## src/rtl/mc_main_control.sv

```systemverilog
// Multi-cycle MIPS main control: Moore FSM, 2-5 cycles per instruction, no backpressure (opcode held by IR).
// Define MC_IMM_EN to compile EXEC_I/ITYPE_WB for addi/andi/ori; otherwise they decode as nops.
module mc_main_control (
  input  logic       clk,
  input  logic       reset,
  input  logic [5:0] opcode,
  output logic       PCWrite,
  output logic       PCWriteCond,
  output logic       IorD,
  output logic       MemRead,
  output logic       MemWrite,
  output logic       IRWrite,
  output logic       MemtoReg,
  output logic       RegDst,
  output logic       RegWrite,
  output logic       ALUSrcA,
  output logic [1:0] ALUSrcB,
  output logic       ALUop1,
  output logic       ALUop0,
  output logic [1:0] PCSource,
  output logic [3:0] state
);

  localparam logic [3:0] S_FETCH    = 4'd0;
  localparam logic [3:0] S_DECODE   = 4'd1;
  localparam logic [3:0] S_MEMADR   = 4'd2;
  localparam logic [3:0] S_MEMRD    = 4'd3;
  localparam logic [3:0] S_MEMWB    = 4'd4;
  localparam logic [3:0] S_MEMWR    = 4'd5;
  localparam logic [3:0] S_EXEC_R   = 4'd6;
  localparam logic [3:0] S_RTYPE_WB = 4'd7;
  localparam logic [3:0] S_BRANCH   = 4'd8;
  localparam logic [3:0] S_JUMP     = 4'd9;
`ifdef MC_IMM_EN
  localparam logic [3:0] S_EXEC_I   = 4'd10;
  localparam logic [3:0] S_ITYPE_WB = 4'd11;

  localparam logic [5:0] OP_ADDI  = 6'b001000;
  localparam logic [5:0] OP_ANDI  = 6'b001100;
  localparam logic [5:0] OP_ORI   = 6'b001101;
`endif

  localparam logic [5:0] OP_RTYPE = 6'b000000;
  localparam logic [5:0] OP_LW    = 6'b100011;
  localparam logic [5:0] OP_SW    = 6'b101011;
  localparam logic [5:0] OP_BEQ   = 6'b000100;
  localparam logic [5:0] OP_J     = 6'b000010;

  typedef struct packed {
    logic       pc_write;
    logic       pc_write_cond;
    logic       iord;
    logic       mem_read;
    logic       mem_write;
    logic       ir_write;
    logic       mem_to_reg;
    logic       reg_dst;
    logic       reg_write;
    logic       alu_src_a;
    logic [1:0] alu_src_b;
    logic [1:0] alu_op;
    logic [1:0] pc_source;
  } ctrl_t;

  logic [3:0] next_state;
  logic       boot;
  logic       strobe_en;
  ctrl_t      ctrl;

  // boot holds the machine in FETCH for the first edge after reset falls,
  // so that edge begins the first real FETCH cycle with its strobes live.
  always_ff @(posedge clk or posedge reset) begin
    if (reset) begin
      state <= S_FETCH;
      boot  <= 1'b1;
    end else begin
      boot  <= 1'b0;
      state <= boot ? S_FETCH : next_state;
    end
  end

  always_comb begin
    next_state = S_FETCH;
    case (state)
      S_FETCH: next_state = S_DECODE;
      S_DECODE: begin
        case (opcode)
          OP_LW, OP_SW: next_state = S_MEMADR;
          OP_RTYPE:     next_state = S_EXEC_R;
          OP_BEQ:       next_state = S_BRANCH;
          OP_J:         next_state = S_JUMP;
`ifdef MC_IMM_EN
          OP_ADDI, OP_ANDI, OP_ORI: next_state = S_EXEC_I;
`endif
          default:      next_state = S_FETCH;
        endcase
      end
      S_MEMADR:   next_state = (opcode == OP_LW) ? S_MEMRD : S_MEMWR;
      S_MEMRD:    next_state = S_MEMWB;
      S_MEMWB:    next_state = S_FETCH;
      S_MEMWR:    next_state = S_FETCH;
      S_EXEC_R:   next_state = S_RTYPE_WB;
      S_RTYPE_WB: next_state = S_FETCH;
      S_BRANCH:   next_state = S_FETCH;
      S_JUMP:     next_state = S_FETCH;
`ifdef MC_IMM_EN
      S_EXEC_I:   next_state = S_ITYPE_WB;
      S_ITYPE_WB: next_state = S_FETCH;
`endif
      default:    next_state = S_FETCH;
    endcase
  end

  always_comb begin
    ctrl = '0;
    case (state)
      S_FETCH: begin
        ctrl.mem_read  = 1'b1;
        ctrl.ir_write  = 1'b1;
        ctrl.alu_src_b = 2'b01;
        ctrl.pc_write  = 1'b1;
      end
      S_DECODE: ctrl.alu_src_b = 2'b11;
      S_MEMADR: begin
        ctrl.alu_src_a = 1'b1;
        ctrl.alu_src_b = 2'b10;
      end
      S_MEMRD: begin
        ctrl.mem_read = 1'b1;
        ctrl.iord     = 1'b1;
      end
      S_MEMWB: begin
        ctrl.reg_write  = 1'b1;
        ctrl.mem_to_reg = 1'b1;
      end
      S_MEMWR: begin
        ctrl.mem_write = 1'b1;
        ctrl.iord      = 1'b1;
      end
      S_EXEC_R: begin
        ctrl.alu_src_a = 1'b1;
        ctrl.alu_op    = 2'b10;
      end
      S_RTYPE_WB: begin
        ctrl.reg_write = 1'b1;
        ctrl.reg_dst   = 1'b1;
      end
      S_BRANCH: begin
        ctrl.alu_src_a     = 1'b1;
        ctrl.alu_op        = 2'b01;
        ctrl.pc_write_cond = 1'b1;
        ctrl.pc_source     = 2'b01;
      end
      S_JUMP: begin
        ctrl.pc_write  = 1'b1;
        ctrl.pc_source = 2'b10;
      end
`ifdef MC_IMM_EN
      // ALU control picks the real operation from opcode; op class stays 00.
      S_EXEC_I: begin
        ctrl.alu_src_a = 1'b1;
        ctrl.alu_src_b = 2'b10;
      end
      S_ITYPE_WB: ctrl.reg_write = 1'b1;
`endif
      default: ctrl = '0;
    endcase
  end

  // Gating with the raw reset too keeps write strobes low in the very cycle reset arrives.
  assign strobe_en = !(reset || boot);

  assign PCWrite     = ctrl.pc_write      && strobe_en;
  assign PCWriteCond = ctrl.pc_write_cond && strobe_en;
  assign MemRead     = ctrl.mem_read      && strobe_en;
  assign MemWrite    = ctrl.mem_write     && strobe_en;
  assign IRWrite     = ctrl.ir_write      && strobe_en;
  assign RegWrite    = ctrl.reg_write     && strobe_en;
  assign IorD        = ctrl.iord;
  assign MemtoReg    = ctrl.mem_to_reg;
  assign RegDst      = ctrl.reg_dst;
  assign ALUSrcA     = ctrl.alu_src_a;
  assign ALUSrcB     = ctrl.alu_src_b;
  assign ALUop1      = ctrl.alu_op[1];
  assign ALUop0      = ctrl.alu_op[0];
  assign PCSource    = ctrl.pc_source;

endmodule

```

## config.mk

```make
export PLATFORM = sky130hd
export DESIGN_NAME = mc_main_control
export DESIGN_NICKNAME = d
export VERILOG_FILES = /design/src/rtl/mc_main_control.sv
export SDC_FILE = /design/constraint.sdc
export NUM_CORES = 1
export LEC_CHECK = 0
export BUFFER_PORTS_ARGS = -buffer_cell sky130_fd_sc_hd__clkbuf_2
export CAP_MARGIN = 10
export CORE_AREA = 2 2 39 41
export DETAILED_ROUTE_END_ITERATION = 16
export DIE_AREA = 0 0 41 43
export GPL_ROUTABILITY_DRIVEN = 0
export PLACE_DENSITY = 0.67
export SYNTH_ARGS = -nofsm -noshare
export SYNTH_HDL_FRONTEND = slang
export SYNTH_SLANG_ARGS = --single-unit
```

## constraint.sdc

```tcl
create_clock -name clk -period 2.2 [get_ports clk]
set_input_delay 0 -clock clk [delete_from_list [all_inputs] [get_ports clk]]
set_output_delay 0 -clock clk [all_outputs]
set_load 0.02 [all_outputs]
```

==> impl_results.md, run 1 <==
- Status: finished, final reports clean
- Fraction of registers with async set/reset: 100.0%
- Final worst path period need: 1.594 ns
- DPL Wire Length: 899 um
- VDD IR-drop max: around 280 uV
- R2R Path End: state[2]
- Clk buf depth: 2
- Total global routing track utilization: 14.83%
- Nets: 98
- CTS tree: done
- Largest net degree at the start of global routing: 16
- RSZ-0062 raised after global routing: no
- Clk slew on worst S/H paths: around 0.050 ns
- Pleak: around 0.32 nW
- CORE AREA: approximately 1400 um^2
- Die Y: 43 um
- Drt total wl: 1.207 mm
- Wire length on met2: 586 um
- Core Util, Final: 47.83%
- Sw Pwr: 0.00007692 W
- Drt wl/cell: 11.50 um
- CTS Buf Count: 3
- Hold Path Depth: 3
- FF+latch count, synth: 5
- Crit-path max FO: 15
- Clock latency on the worst-skew pair: ~0.24 ns
- I/O pin count: 28
- Die area: 1763 um^2
- Top layer in use: met3
- H-tree depth: 1
- Met3 Wirelength: around 70 um
- Max-slew headroom: 65.73%
- Vias per inst: ~5.3
- Maximum clock rate: 627.3 MHz
- Design area: 661.9 um^2
- Post-CTS Resized: 0
- FF+latch area: 126.4 um^2
- Worst setup SP type: flip-flop
- Cell Int Power: 0.0001881 W
- Pwr dens: 400.4 nW/um^2
- Worst Hold Launch: opcode[1]
- Power share of the clock group: between 30% and 40%
- Critical path class: flip-flop to output pin
- M1 WL: 550 um
- Share of total power in combinational logic: 21.2%
- Starting Density: between 30% and 40%
- 1st-iter DRT viols: 1
- Syn Inst Count: 63
- Setup violations, final: 0
- Area growth, synth to finish: 30.62%
- Footprint of the multi-input gates: 336.6 um^2
- Critical Path End Type: output pin
- Vias in the first global route: 441
- Sw Share: 29.03%
- Die width: about 41 um
- Buffers on Ports: 27
- Synth Flop Type: dfrtp_1
- Setup bufs post-CTS: 0
- Drt drc: 0
- WP data required: 2.20 ns
- Routed Antenna Nets: 0
- Fraction of layout cells with a size suffix above 1: between 40 and 50%
- Initial antenna violation count: 0
- Pins over their slew limit: 0
- Hold WC Path Type: input pin to flip-flop
- Fin. Hold Viols: 0
- Synthesized area: 506.7 um^2
- Setup slack, reg-to-reg: about 0.73 ns
- Critical R2R Launch: state[0]
- Row cnt: 14
- Number of distinct library cells after synthesis: 33
- CTS Hold Bufs: 1
- Final cell count without fillers: 105
- EDFF count, synth: 0
- Tcrit/Tclk final: 72.47%
- Dpl cell area: 625.6 um^2
- Hold endpoint: state[0]
- Worst Skew: 0.005381 ns
- Crit path DAT: 1.59 ns
- Global-route wire length before repair: 1.814 mm
- Worst Max-Slew Pin Slew: 0.5141 ns
- Pwr Total: 0.0002650 W
- CTS root buf: clkbuf_4
- N_diodes: 0
- Placed cell count: 100
- Number of max-cap violations: 0
- Share of power burned in registers: 39.5%
- First-pass iteration count of the detailed router: 2
- Gr ovfl total: 0
- Warnings from Yosys: 0
- Synthesized Nets: 71
- Setup TNS Final: 0 ns
- Register area share after synthesis: 24.94%
- Reg2Reg Depth: 3
- Layout fillers: about 150
- Mapped Avg Cell Area: approximately 8 um^2
- CTS sink count: 5
- Vias: approximately 550
layout by cell type (no fill, tap or decap), drive strengths merged, types with 3 or more instances in the layout:
cell / synthesis / layout
clkbuf: 2 / 31
nor2: 7 / 7
nor3: 6 / 6
nor4: 5 / 5
nand2b: 4 / 4
dfrtp: 4 / 4
xor2: 3 / 3
worst max-delay path by stage:
stage / end / startpoint / slack [ns] / cells after the start
2_1_floorplan: PCSource[0] / state[2] / 0.58 / 4
3_3_place_gp: state[2] / state[0] / 0.77 / 3
3_5_place_dp: state[2] / state[0] / 0.75 / 3
4_1_cts: MemRead / state[1] / 0.61 / 3
5_1_grt: MemRead / state[1] / 0.49 / 3
6_report: MemRead / state[0] / 0.61 / 3
metal layers:
metal	vias up	global-route usage, %
li1	282	-
met1	250	18.95
met2	22	23.13
met3	0	3.141
met4	0	6.000
met5	-	0
critical path, cell delays in order (launching register included):
cell and delay (ns):
dfrtp_1 0.66, xor2_1 0.20, nor4_1 0.28, clkbuf_2 0.22
logic make-up after synthesis:
kind of cell              share of synthesized area, %
AOI/OAI and AO/OA                                9.877
buffers and inverters                            8.642
DFF                                              24.94
xor gates and xnor gates                         8.644
other                                           0.7400
and+or+nand+nor                                  47.16
layout make-up:
class	count	area share, %
multi-input cells	50	50.85
repair buffers	28	21.93
flip-flops and latches	5	19.09
clock buffers	4	3.970
well taps	16	3.025
inverters	2	1.134
power groups by stage:
| stage | clock (W) | sequential (W) | combinational [W] |
|---|---|---|---|
| finish | 0.000104 | 0.000105 | 0.0000563 |
| global route | 0.000109 | 0.000105 | 0.0000619 |
| CTS | 0.000107 | 0.000104 | 0.0000565 |
| detailed placement | 0 | 0.000106 | 0.0000550 |
| global placement | 0 | 0.000105 | 0.0000548 |
| floorplan | 0 | 0.000102 | 0.0000377 |
cell usage after synthesis (all sizes together) (2+ instances only):
| master | number | area [um^2] |
|---|---|---|
| nor4 | 5 | 31.28 |
| and3 | 2 | 17.52 |
| nand4 | 2 | 12.51 |
| nor3 | 6 | 40.04 |
| a21oi | 2 | 10.01 |
| nand2 | 2 | 7.510 |
| nor2 | 7 | 26.28 |
| nand2b | 4 | 25.02 |
| inv | 2 | 7.510 |
| or2 | 2 | 12.52 |
| buf | 4 | 25.02 |
| xor2 | 3 | 26.28 |
| a31oi | 2 | 12.51 |
| nor4b | 2 | 23.77 |
| dfrtp | 4 | 100.1 |
| clkbuf | 2 | 11.26 |
| xnor2 | 2 | 17.52 |
state kept, by name (all words and copies together), names as in the netlist:
signal / cells
boot: 1
state: 4
through the flow:
step           setup slack, ns  hold WS [ns]
2_1_floorplan           0.5780       -0.2222
3_3_place_gp            0.7721       -0.1097
3_5_place_dp            0.7489       -0.1051
4_1_cts                 0.6099       0.06708
5_1_grt                 0.4887       0.08588
6_report                0.6057       0.06964
Power figures use the tool's default switching activity.
==> inputs of run 2 (changes only) <==
Settings changed: ABC_AREA from default to 1.
Clock period 2.2 ns to 1.4 ns, I/O delays scaled along.
==> impl_results.md, run 2 <==
- 1st-iter DRT viols: 5
- DPL Wire Length: 999.3 um
- Pleak: 0.4429 nW
- Max reg flops: 4
- Synthesized area: ~470 um^2
- Most frequent cells in the layout: clkbuf_2 (23), nor2_1 (18), inv_1 (12)
- Clock latency on the worst-skew pair: 0.24 ns
- Hold WS: between 0.04 and 0.05 ns
- Pwr Total: between 0.0004 and 0.0005 W
- Pins over their slew limit: 0
- Fraction of layout cells with a size suffix above 1: a little over 50%
- Status: finished, final reports clean
- Drt total wl: 1.245 mm
- CORE AREA: ~1400 um^2
- Maximum clock rate: about 750 MHz
- Number of max-cap violations: 0
- Buffers on Ports: 27
- Drt drc: 0
- Hold Path Depth: 3
- Total global routing track utilization: 15.17%
- Footprint of the multi-input gates: 296.5 um^2
- Most common cell after layout, fill and taps aside: clkbuf_2
- Tcrit/Tclk final: 94.67%
- VDD IR-drop max: 394.9 uV
- Die area: roughly 1800 um^2
- Power share of the clock group: 38.9%
- Routed Antenna Nets: 0
- WP data required: 1.40 ns
- FF+latch area: 130.1 um^2
- I/O pin count: 28
- First-pass iteration count of the detailed router: 4
- Share of power burned in registers: between 30% and 40%
- Pwr dens: 570.7 nW/um^2
- Final cell count without fillers: ~130
- Setup violations, final: 0
- Area growth, synth to finish: 55.73%
- Setup WS post-layout: 0.07463 ns
- Die width: 41 um
- Global-route wire length before repair: between 1.5 and 2 mm
- Mapped Avg Cell Area: 5.653 um^2
- Critical Path End Type: output pin
- Fraction of registers with async set/reset: 100.0%
- Cell Int Power: a little under 0.0003 W
- Gr ovfl total: 0
- Clk slew on worst S/H paths: 0.04 ns
- Initial antenna violation count: 0
- Fin. Hold Viols: 0
- Crit path DAT: ~1.3 ns
- Setup slack, reg-to-reg: 0.17 ns
- Critical path class: flip-flop to output pin
- RSZ-0062 raised after global routing: yes
- Sw Pwr: 0.0001236 W
- Placed cell count: 125
- Drt wl/cell: approximately 9.4 um
- Synth area leaders: dfrtp_1 (21%), nor2_1 (17%), inv_1 (13%)
- Vias: 597
- Post-synth top cells: nor2_1 (21), inv_1 (16), nand2_1 (12)
- Cell Chain, Critical Path: nor2_4 -> inv_2 -> nor2_2 -> inv_2 -> a21oi_2 -> buf_6
- Most frequent CP cell: inv_2
- H-tree depth: 1
- Sw Share: 29.65%
- Syn Inst Count: 83
- Starting Density: 33.91%
- Die Y: ~43 um
- N_diodes: 0
- Cell taking the most area after synthesis: dfrtp_1
- Largest register by flop count: state
- Clk buf depth: 2
- Worst Setup EP: MemRead
- Post-synth top area share: 21.33%
- Layout fillers: 155
- Critical R2R Launch: state[2]
- Synthesized Nets: 91
- Row cnt: 14
- R2R Path End: state[2]
- Number of distinct library cells after synthesis: 17
- Register area share after synthesis: 26.93%
- FF+latch count, synth: 5
- Final worst path period need: 1.325 ns
- Crit-path max cell delay: 0.46 ns
- Largest regs: state: 4 flops, boot: 1 flops
- Vias in the first global route: 497
- CTS tree: done
- Synth Flop Type: dfrtp_1
- Top-count cell post-synth: nor2_1
- Share of total power in combinational logic: 23.1%
- Worst setup SP type: flip-flop
- Crit-path max FO: 5
- Placement Setup Slack: slightly below 0.08 ns
- CTS root buf: clkbuf_4
- Vias per inst: 4.489
- Slowest CP cell: dfrtp_2
- Largest net degree at the start of global routing: 8
- Hold WC Path Type: input pin to flip-flop
- Warnings from Yosys: 0
- CTS Buf Count: 3
- CP startpoint: state[3]
- EDFF count, synth: 0
- Worst Skew: 0.002843 ns
- Reg2Reg Depth: 9
- Nets: roughly 130
- CTS sink count: 5
[run 2: cell types whose count changed after synthesis, moves of 5 or more]
cell | before | now
nor2_1 | 7 | 21
nand3_1 | 0 | 6
inv_1 | 2 | 16
nor4_1 | 5 | 0
nand2_1 | 2 | 12
[run 2: worst min path at each step]
| stage | start | to | slack, ns |
|---|---|---|---|
| 5_1_grt | opcode[2] | state[3] | 0.05 |
| 2_1_floorplan | reset | state[0] | -0.21 |
| 6_report | opcode[2] | state[3] | 0.05 |
| 3_5_place_dp | reset | state[3] | -0.11 |
| 3_3_place_gp | reset | state[2] | -0.11 |
| 4_1_cts | opcode[2] | state[3] | 0.04 |
[run 2: cells by family after synthesis]
family / count (synthesis) / synth area share (%)
flops: 5 / 26.94
buf+inv: 21 / 17.60
other cells: 1 / 0.7992
simple gates: 50 / 48.27
compound gates: 6 / 6.398
[run 2: area by class of cell]
cell class | instances | share of cell area (%)
Tap cell | 16 | 2.740
Timing Repair Buffer | 31 | 25.00
Multi-Input combinational cell | 57 | 40.58
Inverter | 20 | 10.27
Sequential cell | 5 | 17.81
Clock buffer | 4 | 3.596
[run 2: repair_timing]
action	in CTS	in global routing
gates cloned	0	0
endpoints found under the setup margin	4	10
gates resized for setup	5	18
hold buffers	1	0
pin swaps	2	5
setup buffers	2	1
hold endpoints to repair	5	0
[run 2: through the flow]
stage	setup TNS [ns]	utilization (%)	area (um^2)
2_1_floorplan	0	-	480.5
3_3_place_gp	0	45.39	628.1
3_5_place_dp	0	45.39	628.1
4_1_cts	0	49.91	690.7
5_1_grt	-0.05385	52.80	730.7
6_report	0	52.80	730.7
[run 2: routing by layer]
metal / track usage [%] / part of all wire [%] / wire (um) / up-vias
met2: 26.56 / 53 / 666 / 24
met3: 6.283 / 8.3 / 103 / 0
met1: 16.45 / 38 / 475 / 258
met5: 0 / 0 / 0 / -
met4: 2.000 / 0 / 0 / 0
li1: - / - / - / 315
[run 2: power by group through the flow]
stage	clock [W]	combinational [W]	sequential, W
final	0.000162	0.0000965	0.000158
after global routing	0.000186	0.000108	0.000159
after CTS	0.000172	0.0000896	0.000158
after detailed placement	0	0.0000857	0.000159
after global placement	0	0.0000840	0.000159
after floorplan	0	0.0000517	0.000162
[run 2: critical path: cells and delay by family (launching register included)]
family          cells  cell delay, ns
buf+inv             3            0.23
compound gates      1            0.15
simple gates        2            0.25
flops               1            0.46
==> inputs of run 3 (changes only) <==
==> constraint.sdc (replaced) <==
create_clock -name clk -period 1.4 [get_ports clk]
set_input_delay 0.14 -clock clk [delete_from_list [all_inputs] [get_ports clk]]
set_output_delay 0.14 -clock clk [all_outputs]
set_load 0.02 [all_outputs]
==> impl_results.md, run 3 (synthesis results as in run 2) <==
- Status: complete, but fails checks
- Failing checks: negative setup slack
- Crit path DAT: 1.34 ns
- Initial antenna violation count: 0
- WP buf/inv: 3
- Critical Path End Type: output pin
- CTS tree: done
- H-tree depth: 1
- Gr ovfl total: 0
- Placement Setup Slack: approximately 0.1 ns
- Share of total power in combinational logic: between 20 and 25%
- Tcrit/Tclk final: 105.8%
- Vias: 633
- Critical path class: flip-flop to output pin
- Buffers on Ports: 27
- Row cnt: 14
- Pins over their slew limit: 0
- Hold WS: 0.1770 ns
- Pleak: about 0.5 nW
- Share of power burned in registers: 36.7%
- Die area: 1763 um^2
- Pwr Total: between 0.0004 and 0.0005 W
- Fraction of layout cells with a size suffix above 1: between 50% and 60%
- Largest net degree at the start of global routing: 7
- Drt drc: 0
- Drt total wl: 1.407 mm
- Cell Int Power: 0.0003017 W
- CTS root buf: clkbuf_4
- Vias in the first global route: approximately 500
- Hold Path Depth: 3
- Hold endpoint: state[3]
- Slowest CP cell: dfrtp_2
- CTS Buf Count: 3
- Setup slack, reg-to-reg: 0.18 ns
- Most common cell after layout, fill and taps aside: nor2_1
- DPL Wire Length: approximately 970 um
- Reg2Reg Depth: 8
- Die width: 41 um
- R2R Path End: state[1]
- Clk slew on worst S/H paths: 0.05 ns
- N_diodes: 0
- RSZ-0062 raised after global routing: yes
- Global-route wire length before repair: 1.918 mm
- Routed Antenna Nets: 0
- Clk buf depth: 2
- Drt wl/cell: around 10 um
- Pwr dens: 504.4 nW/um^2
- Fin. Hold Viols: 0
- Sw Pwr: 0.0001306 W
- Worst Hold Launch: opcode[2]
- Setup WS post-layout: -0.08062 ns
- Max reg flops: 4
- Layout fillers: about 120
- Number of max-cap violations: 0
- Worst setup SP type: flip-flop
- CORE AREA: about 1400 um^2
- Crit path max-delay family: flip-flops
- Worst Skew: 0.007540 ns
- Hold WC Path Type: input pin to flip-flop
- Crit-path max cell delay: 0.45 ns
- Cell Chain, Critical Path: nor2_4 -> inv_2 -> nor2_4 -> inv_2 -> a21oi_2 -> clkbuf_8
- First-pass iteration count of the detailed router: 7
- Starting Density: 33.91%
- Power share of the clock group: 38.6%
- Maximum clock rate: 675.4 MHz
- Crit-path max FO: 4
- Sw Share: 30.20%
- Final worst path period need: 1.481 ns
- Critical R2R Launch: state[2]
- WP data required: about 1.3 ns
- I/O pin count: 28
- Area growth, synth to finish: 82.67%
- Total global routing track utilization: between 10% and 20%
- Setup violations, final: 6
- Largest register by flop count: state
- CTS sink count: 5
- 1st-iter DRT viols: 6
- Clock latency on the worst-skew pair: 0.24 ns
- Most frequent cells in the layout: nor2_1 (16), clkbuf_2 (15), inv_1 (12), buf_4 (12), nand2_1 (8)
- Largest regs: state: 4 flops, boot: 1 flops
- VDD IR-drop max: 524.2 uV
- Nets: 132
- Vias per inst: about 4.6
- Die Y: 43 um
run 3: cell count changes in the layout (fill, tap and decap cells not counted), sizes merged:
cell,delta
buf,+10
clkbuf,-4
run 3: cell type report:
class                      instances  area (um^2)  share of cell area, %
clock buffer                       4        26.28                  3.066
tap                               16        20.02                  2.336
multi-input combinational         57        332.8                  38.83
inverter                          20        75.07                  8.759
timing repair buffer              37        271.5                  31.68
sequential                         5        131.4                  15.33
run 3: worst reg2reg max path, cell delays in order (launching register included):
cell	delay (ns)
dfrtp_2	0.43
inv_2	0.10
nor2_4	0.05
buf_6	0.12
nand2_4	0.06
buf_4	0.10
nand2_1	0.04
nor2_1	0.13
nor2_1	0.06
run 3: worst max-delay path by stage:
stage | from | end | slack [ns] | depth (start not counted)
floorplan | state[3] | RegWrite | -0.02 | 5
global placement | state[1] | MemRead | 0.11 | 5
detailed placement | state[1] | MemRead | 0.10 | 5
CTS | state[2] | RegWrite | -0.06 | 7
global route | state[3] | MemRead | -0.15 | 6
finish | state[3] | MemRead | -0.08 | 6
run 3: stage by stage:
step | area (um^2) | util [%] | TNS, ns | instances
final | 857.1 | 61.93 | -0.1780 | 139
after global routing | 857.1 | 61.93 | -0.9746 | 139
after CTS | 809.5 | 58.50 | -0.2473 | 137
after detailed placement | 648.1 | 46.84 | 0 | 127
after global placement | 648.1 | 46.84 | 0 | 127
after floorplan | 485.5 | - | -0.02010 | 83
run 3: power by group through the flow:
| stage | clock network (W) | logic [W] | registers, W |
|---|---|---|---|
| finish | 0.000167 | 0.000107 | 0.000159 |
| global route | 0.000192 | 0.000119 | 0.000159 |
| CTS | 0.000177 | 0.000101 | 0.000158 |
| detailed placement | 0 | 0.0000889 | 0.000159 |
| global placement | 0 | 0.0000889 | 0.000159 |
| floorplan | 0 | 0.0000529 | 0.000162 |
run 3: timing repair:
action | 4_1_cts | 5_1_grt
hold endpoints to repair | 4 | 0
pin swaps | 2 | 3
setup buffers | 5 | 2
endpoints found under the setup margin | 14 | 15
hold buffers | 1 | 0
resized for setup | 27 | 19
run 3: metal layers:
| metal | share of wire, % | routed length, um | global-route usage [%] | vias up |
|---|---|---|---|---|
| met3 | 6.4 | 90 | 4.712 | 0 |
| met1 | 37 | 514 | 17.05 | 277 |
| met5 | 0 | 0 | 0 | - |
| li1 | - | - | - | 327 |
| met2 | 57 | 801 | 29.06 | 29 |
| met4 | 0 | 0 | 2.000 | 0 |
